`src/rtl/cic_pkg.sv`:
```
// Shared helpers, default parameters and accumulator type for the
// dual-channel CIC decimator (cic_decimator_iq / cic_chan).
package cic_pkg;

  // Ceiling log2; returns 0 for v <= 1.
  function automatic int unsigned clog2(input int unsigned v);
    int unsigned r;
    int unsigned t;
    r = 0;
    t = (v > 0) ? v - 1 : 0;
    while (t > 0) begin
      r = r + 1;
      t = t >> 1;
    end
    return r;
  endfunction

  // Accumulator width that guarantees the final comb output never wraps:
  // IN_W + N*log2(R) for differential delay M=1.
  function automatic int unsigned acc_width(input int unsigned in_w,
                                            input int unsigned stages,
                                            input int unsigned decim);
    return in_w + stages * clog2(decim);
  endfunction

  localparam int unsigned STAGES_DEF = 3;
  localparam int unsigned DECIM_DEF  = 64;
  localparam int unsigned IN_W_DEF   = 8;
  localparam int unsigned OUT_W_DEF  = 12;
  localparam int unsigned ACC_W_DEF  = acc_width(IN_W_DEF, STAGES_DEF, DECIM_DEF);

  typedef logic signed [ACC_W_DEF-1:0] acc_t;

endpackage

```
`src/rtl/cic_chan.sv`:
```
// Single-channel CIC slice: integrator pipeline, strobed comb chain and
// registered output. Counter and strobe chain live in the parent.
// Optional build macro: CIC_ROUND_EN (round-half-up before truncation).
module cic_chan
  import cic_pkg::*;
#(
  parameter int unsigned STAGES = STAGES_DEF,
  parameter int unsigned DECIM  = DECIM_DEF,
  parameter int unsigned IN_W   = IN_W_DEF,
  parameter int unsigned OUT_W  = OUT_W_DEF
) (
  input  logic                    clk,
  input  logic                    rst,
  input  logic signed [IN_W-1:0]  x_i,
  input  logic                    cap_i,
  input  logic [STAGES:0]         strb_i,
  output logic signed [OUT_W-1:0] y_o
);

  localparam int unsigned ACC_W = acc_width(IN_W, STAGES, DECIM);

  typedef logic signed [ACC_W-1:0] sacc_t;

`ifdef CIC_ROUND_EN
  localparam int unsigned RSH = (ACC_W > OUT_W) ? ACC_W - OUT_W - 1 : 0;
  localparam sacc_t       RND = (ACC_W > OUT_W) ? (sacc_t'(1) << RSH) : '0;
`else
  localparam sacc_t       RND = '0;
`endif

  sacc_t                    x_ext;
  sacc_t                    integ_q   [STAGES];
  sacc_t                    integ_d   [STAGES];
  sacc_t                    comb_in_q;
  sacc_t                    comb_in_d;
  sacc_t                    comb_src  [STAGES];
  sacc_t                    comb_q    [STAGES];
  sacc_t                    comb_d    [STAGES];
  sacc_t                    dly_q     [STAGES];
  sacc_t                    dly_d     [STAGES];
  sacc_t                    out_sum;
  logic signed [OUT_W-1:0]  y_q;
  logic signed [OUT_W-1:0]  y_d;

  // Integrator pipeline (free-running, modular) and decimated capture.
  always_comb begin
    x_ext      = {{(ACC_W-IN_W){x_i[IN_W-1]}}, x_i};
    integ_d[0] = integ_q[0] + x_ext;
    for (int unsigned k = 1; k < STAGES; k++) begin
      integ_d[k] = integ_q[k] + integ_q[k-1];
    end
    comb_in_d = cap_i ? integ_q[STAGES-1] : comb_in_q;
  end

  // Comb chain: stage k differences its input only while strobe k is high.
  always_comb begin
    comb_src[0] = comb_in_q;
    for (int unsigned k = 1; k < STAGES; k++) begin
      comb_src[k] = comb_q[k-1];
    end
    for (int unsigned k = 0; k < STAGES; k++) begin
      comb_d[k] = comb_q[k];
      dly_d[k]  = dly_q[k];
      if (strb_i[k]) begin
        comb_d[k] = comb_src[k] - dly_q[k];
        dly_d[k]  = comb_src[k];
      end
    end
  end

  // Output: optional rounding offset, then keep the top OUT_W bits.
  always_comb begin
    out_sum = comb_q[STAGES-1] + RND;
    y_d     = strb_i[STAGES] ? OUT_W'(out_sum >>> (ACC_W - OUT_W)) : y_q;
  end

  // State registers with synchronous reset.
  always_ff @(posedge clk) begin
    if (rst) begin
      for (int unsigned k = 0; k < STAGES; k++) begin
        integ_q[k] <= '0;
        comb_q[k]  <= '0;
        dly_q[k]   <= '0;
      end
      comb_in_q <= '0;
      y_q       <= '0;
    end else begin
      for (int unsigned k = 0; k < STAGES; k++) begin
        integ_q[k] <= integ_d[k];
        comb_q[k]  <= comb_d[k];
        dly_q[k]   <= dly_d[k];
      end
      comb_in_q <= comb_in_d;
      y_q       <= y_d;
    end
  end

  assign y_o = y_q;

endmodule

```
`src/rtl/cic_decimator_iq.sv`:
```
// Dual-channel (sin/cos) CIC decimator: shared decimation counter, strobe
// chain and valid pulse driving two identical cic_chan slices.
// Optional build macro: CIC_ROUND_EN (handled inside cic_chan).
module cic_decimator_iq
  import cic_pkg::*;
#(
  parameter int unsigned STAGES = STAGES_DEF,
  parameter int unsigned DECIM  = DECIM_DEF,
  parameter int unsigned IN_W   = IN_W_DEF,
  parameter int unsigned OUT_W  = OUT_W_DEF
) (
  input  logic                    clk,
  input  logic                    rst,
  input  logic signed [IN_W-1:0]  MixerOutSin,
  input  logic signed [IN_W-1:0]  MixerOutCos,
  output logic signed [OUT_W-1:0] CICOutSin,
  output logic signed [OUT_W-1:0] CICOutCos,
  output logic                    CICOutValid
);

  localparam int unsigned CNT_W = clog2(DECIM);

  logic [CNT_W-1:0] cnt_q;
  logic [CNT_W-1:0] cnt_d;
  logic             cap;
  logic [STAGES:0]  strb_q;
  logic [STAGES:0]  strb_d;
  logic             valid_q;
  logic             valid_d;

  // Counter wraps naturally (DECIM is a power of two); capture on last count.
  always_comb begin
    cnt_d   = cnt_q + CNT_W'(1);
    cap     = (cnt_q == CNT_W'(DECIM - 1));
    strb_d  = {strb_q[STAGES-1:0], cap};
    valid_d = strb_q[STAGES];
  end

  // Counter, strobe shift register and valid pulse; reset kills in-flight strobes.
  always_ff @(posedge clk) begin
    if (rst) begin
      cnt_q   <= '0;
      strb_q  <= '0;
      valid_q <= 1'b0;
    end else begin
      cnt_q   <= cnt_d;
      strb_q  <= strb_d;
      valid_q <= valid_d;
    end
  end

  cic_chan #(
    .STAGES(STAGES),
    .DECIM (DECIM),
    .IN_W  (IN_W),
    .OUT_W (OUT_W)
  ) u_sin (
    .clk   (clk),
    .rst   (rst),
    .x_i   (MixerOutSin),
    .cap_i (cap),
    .strb_i(strb_q),
    .y_o   (CICOutSin)
  );

  cic_chan #(
    .STAGES(STAGES),
    .DECIM (DECIM),
    .IN_W  (IN_W),
    .OUT_W (OUT_W)
  ) u_cos (
    .clk   (clk),
    .rst   (rst),
    .x_i   (MixerOutCos),
    .cap_i (cap),
    .strb_i(strb_q),
    .y_o   (CICOutCos)
  );

  assign CICOutValid = valid_q;

endmodule
```
`config.mk`:
```
export PLATFORM = sky130hd
export DESIGN_NAME = cic_decimator_iq
export DESIGN_NICKNAME = d
export VERILOG_FILES = /design/src/rtl/cic_pkg.sv /design/src/rtl/cic_chan.sv /design/src/rtl/cic_decimator_iq.sv
export SDC_FILE = /design/constraint.sdc
export NUM_CORES = 1
export LEC_CHECK = 0
export ABC_AREA = 1
export BUFFER_PORTS_ARGS = -buffer_cell sky130_fd_sc_hd__clkbuf_2
export CELL_PAD_IN_SITES_DETAIL_PLACEMENT = 1
export CELL_PAD_IN_SITES_GLOBAL_PLACEMENT = 2
export CORE_UTILIZATION = 33
export CTS_BUF_LIST = sky130_fd_sc_hd__clkbuf_4 sky130_fd_sc_hd__clkbuf_8
export DETAILED_ROUTE_END_ITERATION = 10
export GPL_TIMING_DRIVEN = 0
export MAX_ROUTING_LAYER = met4
export PLACE_DENSITY = 0.82
export SLEW_MARGIN = 10
export SYNTH_ARGS = -nofsm -noshare
export SYNTH_HDL_FRONTEND = slang
export SYNTH_SLANG_ARGS = --single-unit
```
`constraint.sdc`:
```
create_clock -name clk -period 5 [get_ports clk]
set_input_delay 0.25 -clock clk [delete_from_list [all_inputs] [get_ports clk]]
set_output_delay 0.25 -clock clk [all_outputs]
set_load 0.01 [all_outputs]
```
==> flow_summary.json, run 1 <==
{
  "drt_wl_total_um": 132000,
  "worstMarginPinSlew_ns": 1.32,
  "cts_buffer_depth": 3,
  "ys_seq_area_share_pct": 29.5,
  "drt_pass1_iterations": 7,
  "gr-total-overflow": 0,
  "fillers": 14324,
  "ys_warn_count": 0,
  "crit_arrival_ns": 3.16,
  "grt_max_degree": 20,
  "cp_data_required_time_ns": 5.62,
  "cp_slowest_cell": "fa_1",
  "final-setup-viol-count": 0,
  "num_rows": 120,
  "cp_max_fo": 5,
  "via_count": 36718,
  "path_class": "flop to flop",
  "clk-insertion-delay-late_ns": 0.76,
  "hold_viol_final": 0,
  "clk_pin_slew_ns": 0.06,
  "die-area_sq_um": 110000,
  "drt-vias-per-instance": 5.00,
  "rsz0062_at_grt": "no",
  "avgSynthCellArea_sq_um": 6.27,
  "leakagePower_uw": 0.0201,
  "irDropWorstVdd_mv": 0.241,
  "gp_congestion": 0.905,
  "post-route-period-util_pct": 50.7,
  "synth_flop_cell": "dfxtp_1",
  "crit_family": "simple AND/OR/NAND/NOR gates",
  "detail_route.wl_per_cell_um": 18.0,
  "core-area_sq_um": 107000,
  "status": "finished, final reports clean",
  "synth_top_area_share_pct": 29.5,
  "cts_tree": "done",
  "synth_commonest_cells": "nand2_1 (1,328), inv_1 (864), nor2_1 (773), a21oi_1 (617), dfxtp_1 (527)",
  "endpoint_kind": "flop",
  "period_minus_slack_ns": 2.54,
  "clock.fmax_mhz": 394,
  "synthesis.nets": 6026,
  "path_cells": "ha_1 -> inv_1 -> fa_1 -> inv_1 -> nand2_1 -> o21ai_1 -> nand2_1 -> nand2_1 -> nand3_1 -> nand3_1 -> nand2_1 -> nand2_1 -> nor2_1",
  "drv_cap": 0,
  "worst-path-buf-inv": 2,
  "io_buffer_count": 41,
  "hold_path.class": "input pin to flop",
  "synth.most_common_cell": "nand2_1",
  "synth_cell_type_count": 45,
  "die_w_um": 331,
  "initial_utilization_pct": 33.3,
  "ys_ff_latch": 527,
  "fin_tns_setup_ns": 0,
  "synth_edf_count": 0,
  "start_kind": "flop",
  "numCtsBuffers": 101,
  "ant_nets": 0,
  "hpwl_um": 109000,
  "syn_area_sq_um": 35700,
  "drt_iter0_markers": 1729,
  "yosysTopAreaCell": "dfxtp_1",
  "grt_pass1_vias": 37129,
  "cpPeakStageDelay_ns": 0.44,
  "pin_count": 43,
  "drc": 0,
  "power_density_nw_per_um2": 378,
  "antenna_found_initial": 3,
  "fin_worst_skew_ns": 0.0296,
  "synthTopCellsByArea": "dfxtp_1 (30%), nand2_1 (14%), ha_1 (10%)",
  "slew_headroom_pct": 12.1,
  "htreeDepth": 3,
  "synth_cells": 5699,
  "area_growth_pct": 11.9,
  "async_flop_share_pct": 0,
  "drive_gt1_share_pct": 5.63,
  "track_usage_pct": 24.9,
  "root_buffer": "clkbuf_8",
  "die_height_um": 331,
  "critPathMostFrequentCell": "nand2_1",
  "slew_violations": 0,
  "finalNetCount": 6182,
  "hold-worst-slack_ns": 0.114,
  "grt_pass1_wl_um": 207000,
  "clock_sinks": 527,
  "cts-resized-gates": 0
}
[final cells by class]
class,count,area (sq um),area share (%)
Multi-Input combinational cell,4164,21400,53.4
Sequential cell,527,10600,26.4
Inverter,873,3280,8.20
Clock buffer,160,1990,4.98
Tap cell,1403,1760,4.39
Buffer,135,556,1.39
Timing Repair Buffer,53,325,0.814
Clock inverter,23,159,0.397
Antenna cell,2,5.00,0.0125
[layer usage]
metal	vias up	global-route usage, %	share of wire (%)
met2	439	41.2	47
met5	-	-	0
met1	17418	32.3	48
li1	18710	-	-
met4	0	6.23	2.1
met3	151	2.45	2.9
[cell usage in the layout (no fill, tap or decap), types with 16 or more instances in the layout]
cell	instances
nor3_1	57
nand2_2	26
o21ai_1	16
a21oi_1	617
xor2_1	39
clkbuf_4	34
clkinv_2	16
o21ai_0	476
ha_1	299
clkbuf_8	126
a31oi_1	18
nand2_1	1328
buf_1	16
nand3_1	272
a21o_1	27
dfxtp_1	527
o21bai_1	46
buf_2	19
clkbuf_2	43
clkbuf_1	92
nand4_1	59
inv_1	864
nor2_1	773
[final timing paths]
check | slack, ns | depth (start not counted) | startpoint | to
worst max-delay path | 2.46 | 13 | u_cos.integ_q[0][0]$_SDFF_PP0_ | u_cos.integ_q[0][24]$_SDFF_PP0_
worst min-delay path | 0.11 | 4 | MixerOutSin[6] | u_sin.integ_q[0][6]$_SDFF_PP0_
worst max register to register | 2.46 | 13 | u_cos.integ_q[0][0]$_SDFF_PP0_ | u_cos.integ_q[0][24]$_SDFF_PP0_
worst min register to register | 0.45 | 1 | cnt_q[0]$_SDFF_PP0_ | cnt_q[0]$_SDFF_PP0_
[timing repair]
item,CTS,global route
buffers inserted,0,0
hold buffers,12,0
endpoints found under the hold margin,11,0
[registers in the layout, summed over array words and instances (netlist names)]
register and cells:
cnt_q 6, u_sin.dly_q 78, strb_q 4, u_cos.comb_in_q 26, u_cos.y_o 12, u_cos.dly_q 78, u_cos.integ_q 78, u_cos.comb_q 64
u_sin.comb_in_q 26, CICOutValid 1, u_sin.y_o 12, u_sin.comb_q 64, u_sin.integ_q 78
[report_power, final]
group          total [uW]  internal [uW]  switching [uW]
combinational        5140           1700            3450
sequential           5340           4730             612
clock                4640           2570            2070
total               15100           8990            6130
[kinds of logic (layout without fill, tap and decap cells)]
| logic type | after synthesis | after routing | synth area share, % |
|---|---|---|---|
| and+or+nand+nor | 2562 | 2562 | 29.1 |
| adders and majority gates | 309 | 309 | 11.0 |
| xor gates and xnor gates | 50 | 50 | 1.23 |
| other | 0 | 2 | 0 |
| AOI/OAI and AO/OA | 1243 | 1243 | 18.4 |
| buffers and inverters | 1008 | 1244 | 10.7 |
| DFF | 527 | 527 | 29.5 |
[worst register-to-register path, delay by kind of cell, from the launching register on]
family,cells,cell delay [ns]
adders and majority gates,2,0.70
AOI/OAI and AO/OA,1,0.32
and+or+nand+nor,8,0.80
buffers and inverters,2,0.26
DFF,1,0.34
[stage by stage]
stage / setup WS [ns] / utilization (%) / cells / area [sq um] / power (uW)
after global routing: 2.28 / 37.3 / 7340 / 40000 / 16200
after CTS: 2.44 / 37.3 / 7338 / 40000 / 15300
final: 2.46 / 37.3 / 7340 / 40000 / 15100
after detailed placement: 2.35 / 35.2 / 7143 / 37700 / 10500
after global placement: 2.36 / 35.2 / 7143 / 37700 / 10400
after floorplan: 3.12 / - / 5699 / 35700 / 8880
No activity file was read; power rests on OpenSTA's default activity.
==> inputs of run 2 (changes only) <==
==> constraint.sdc (replaced) <==
create_clock -name clk -period 2.35 [get_ports clk]
set_input_delay 0.1175 -clock clk [delete_from_list [all_inputs] [get_ports clk]]
set_output_delay 0.1175 -clock clk [all_outputs]
set_load 0.01 [all_outputs]
==> flow_summary.json, run 2 (same netlist as run 1, synthesis figures left out) <==
{
  "drt_wl_total_um": 133000,
  "root_buffer": "clkbuf_8",
  "worstSetupStartpoint": "u_sin.integ_q[0][52]$_SDFF_PP0_",
  "final-setup-viol-count": 0,
  "drt-vias-per-instance": 5.01,
  "gr-total-overflow": 0,
  "swShare_pct": 40.5,
  "hold-worst-slack_ns": 0.128,
  "drt_iter0_markers": 1697,
  "post-route-period-util_pct": 94.6,
  "die-area_sq_um": 110000,
  "drt_pass1_iterations": 5,
  "pwr-share-clk_pct": 30.6,
  "power_density_nw_per_um2": 803,
  "hold_viol_final": 0,
  "r2r-start": "u_sin.integ_q[0][52]$_SDFF_PP0_",
  "core-area_sq_um": 107000,
  "r2r_slack_ns": 0.13,
  "crit_arrival_ns": 2.87,
  "combPwrFrac_pct": 34.2,
  "slew_headroom_pct": 11.4,
  "drv_cap": 0,
  "cp_data_required_time_ns": 3.00,
  "num_rows": 120,
  "detail_route.wl_per_cell_um": 18.0,
  "layout_commonest_cell": "nand2_1",
  "antenna_found_initial": 4,
  "die_height_um": 331,
  "irDropWorstVdd_mv": 0.512,
  "period_minus_slack_ns": 2.22,
  "rsz0062_at_grt": "no",
  "gp_congestion": 0.905,
  "leakagePower_uw": 0.0201,
  "drive_gt1_share_pct": 6.16,
  "r2r-end": "u_sin.integ_q[0][74]$_SDFF_PP0_",
  "slew_violations": 0,
  "clock.fmax_mhz": 450,
  "place_ws_ns": -0.192,
  "p_switching_uw": 13100,
  "status": "finished, final reports clean",
  "final_cell_mix": "nand2_1 (1,324), inv_1 (860), nor2_1 (771)",
  "pin_count": 43,
  "initial_utilization_pct": 33.3,
  "power.internal_uw": 19200,
  "hold_path.class": "input pin to flop",
  "clock_sinks": 527,
  "worst_slack_ns": 0.126,
  "ff2ff_path_depth": 13,
  "grt_max_degree": 20,
  "cp_max_fo": 4,
  "endpoint_kind": "flop",
  "clk_pin_slew_ns": 0.06,
  "fillers": 14311,
  "ant_nets": 0,
  "cts_buffer_depth": 3,
  "track_usage_pct": 24.9,
  "grt_pass1_wl_um": 208000,
  "die_w_um": 331,
  "via_count": 36789,
  "path_class": "flop to flop",
  "io_buffer_count": 41,
  "worstMarginPinSlew_ns": 1.33,
  "cts_tree": "done",
  "area_growth_pct": 12.5,
  "hpwl_um": 109000,
  "pwr-share-seq_pct": 35.2,
  "fin_worst_skew_ns": 0.0287,
  "drc": 0,
  "crit_end": "u_sin.integ_q[0][74]$_SDFF_PP0_",
  "start_kind": "flop",
  "postLayoutCoreUtil_pct": 37.5,
  "htreeDepth": 3,
  "finalNetCount": 6191,
  "grt_pass1_vias": 37168,
  "whs_path_depth": 4,
  "numCtsBuffers": 101,
  "clk-insertion-delay-late_ns": 0.76
}
run 2: changes by cell type in the layout (fill, tap and decap cells not counted), moves of 5 or more:
cell           change
dfxtp_1            -5
dlygate4sd3_1      +5
ha_1               -5
o21ai_4            +5
run 2: area by class of cell:
type	instances	area, sq um	area share (%)
diodes	3	7.51	0.0187
repair buffers	62	405	1.01
inverters	873	3280	8.15
flip-flops and latches	527	10600	26.3
plain buffers	135	556	1.38
clock inverters	23	159	0.395
multi-input cells	4164	21500	53.5
well taps	1403	1760	4.37
clock buffers	160	1990	4.95
run 2: metrics by stage:
step / TNS [ns] / instances / area (sq um) / total power (uW)
final: 0 / 7350 / 40200 / 32300
after global routing: 0 / 7350 / 40200 / 34600
after CTS: 0 / 7343 / 40100 / 32500
after detailed placement: -0.637 / 7143 / 37700 / 22400
after global placement: -1.02 / 7143 / 37700 / 22200
after floorplan: 0 / 5699 / 35700 / 18900
run 2: power groups by stage:
stage	Combinational, uW	Clock [uW]	Sequential (uW)
after global placement	10600	0	11600
after global routing	12700	10500	11400
after detailed placement	10900	0	11600
after CTS	11000	10200	11400
final	11000	9860	11400
after floorplan	8190	0	10700
run 2: worst max-delay path, stage by stage, from the launching register on:
cell	delay, ns
dfxtp_1	0.36
ha_1	0.18
inv_1	0.09
fa_1	0.39
inv_1	0.10
nand2_1	0.11
o21ai_4	0.21
a21oi_1	0.16
inv_2	0.13
nand2_1	0.06
nand3_1	0.14
nand2_1	0.07
nand2_1	0.06
nor2_1	0.05
run 2: what timing repair did:
item	CTS	global route
hold endpoints to repair	16	0
hold buffers	17	0
pin swaps	0	4
setup buffers	0	4
endpoints found under the setup margin	7	31
cloned	0	0
gates resized for setup	7	31
run 2: metal layers:
metal | vias to the layer above | routed length [um] | track usage (%)
met3 | 156 | 4080 | 2.45
met2 | 453 | 61800 | 41.2
li1 | 18730 | - | -
met4 | 0 | 2880 | 6.23
met1 | 17450 | 63900 | 32.3
met5 | - | 0 | -
run 2: how the worst min path moves through the flow:
stage	from	end	slack [ns]
6_report	MixerOutCos[7]	u_cos.integ_q[0][25]$_SDFF_PP0_	0.13
5_1_grt	rst	u_sin.comb_q[0][28]$_SDFFE_PP0P_	0.14
2_1_floorplan	MixerOutCos[0]	u_cos.integ_q[0][0]$_SDFF_PP0_	0.35
3_5_place_dp	cnt_q[0]$_SDFF_PP0_	cnt_q[0]$_SDFF_PP0_	0.44
3_3_place_gp	cnt_q[0]$_SDFF_PP0_	cnt_q[0]$_SDFF_PP0_	0.43
4_1_cts	MixerOutCos[7]	u_cos.integ_q[0][25]$_SDFF_PP0_	0.05
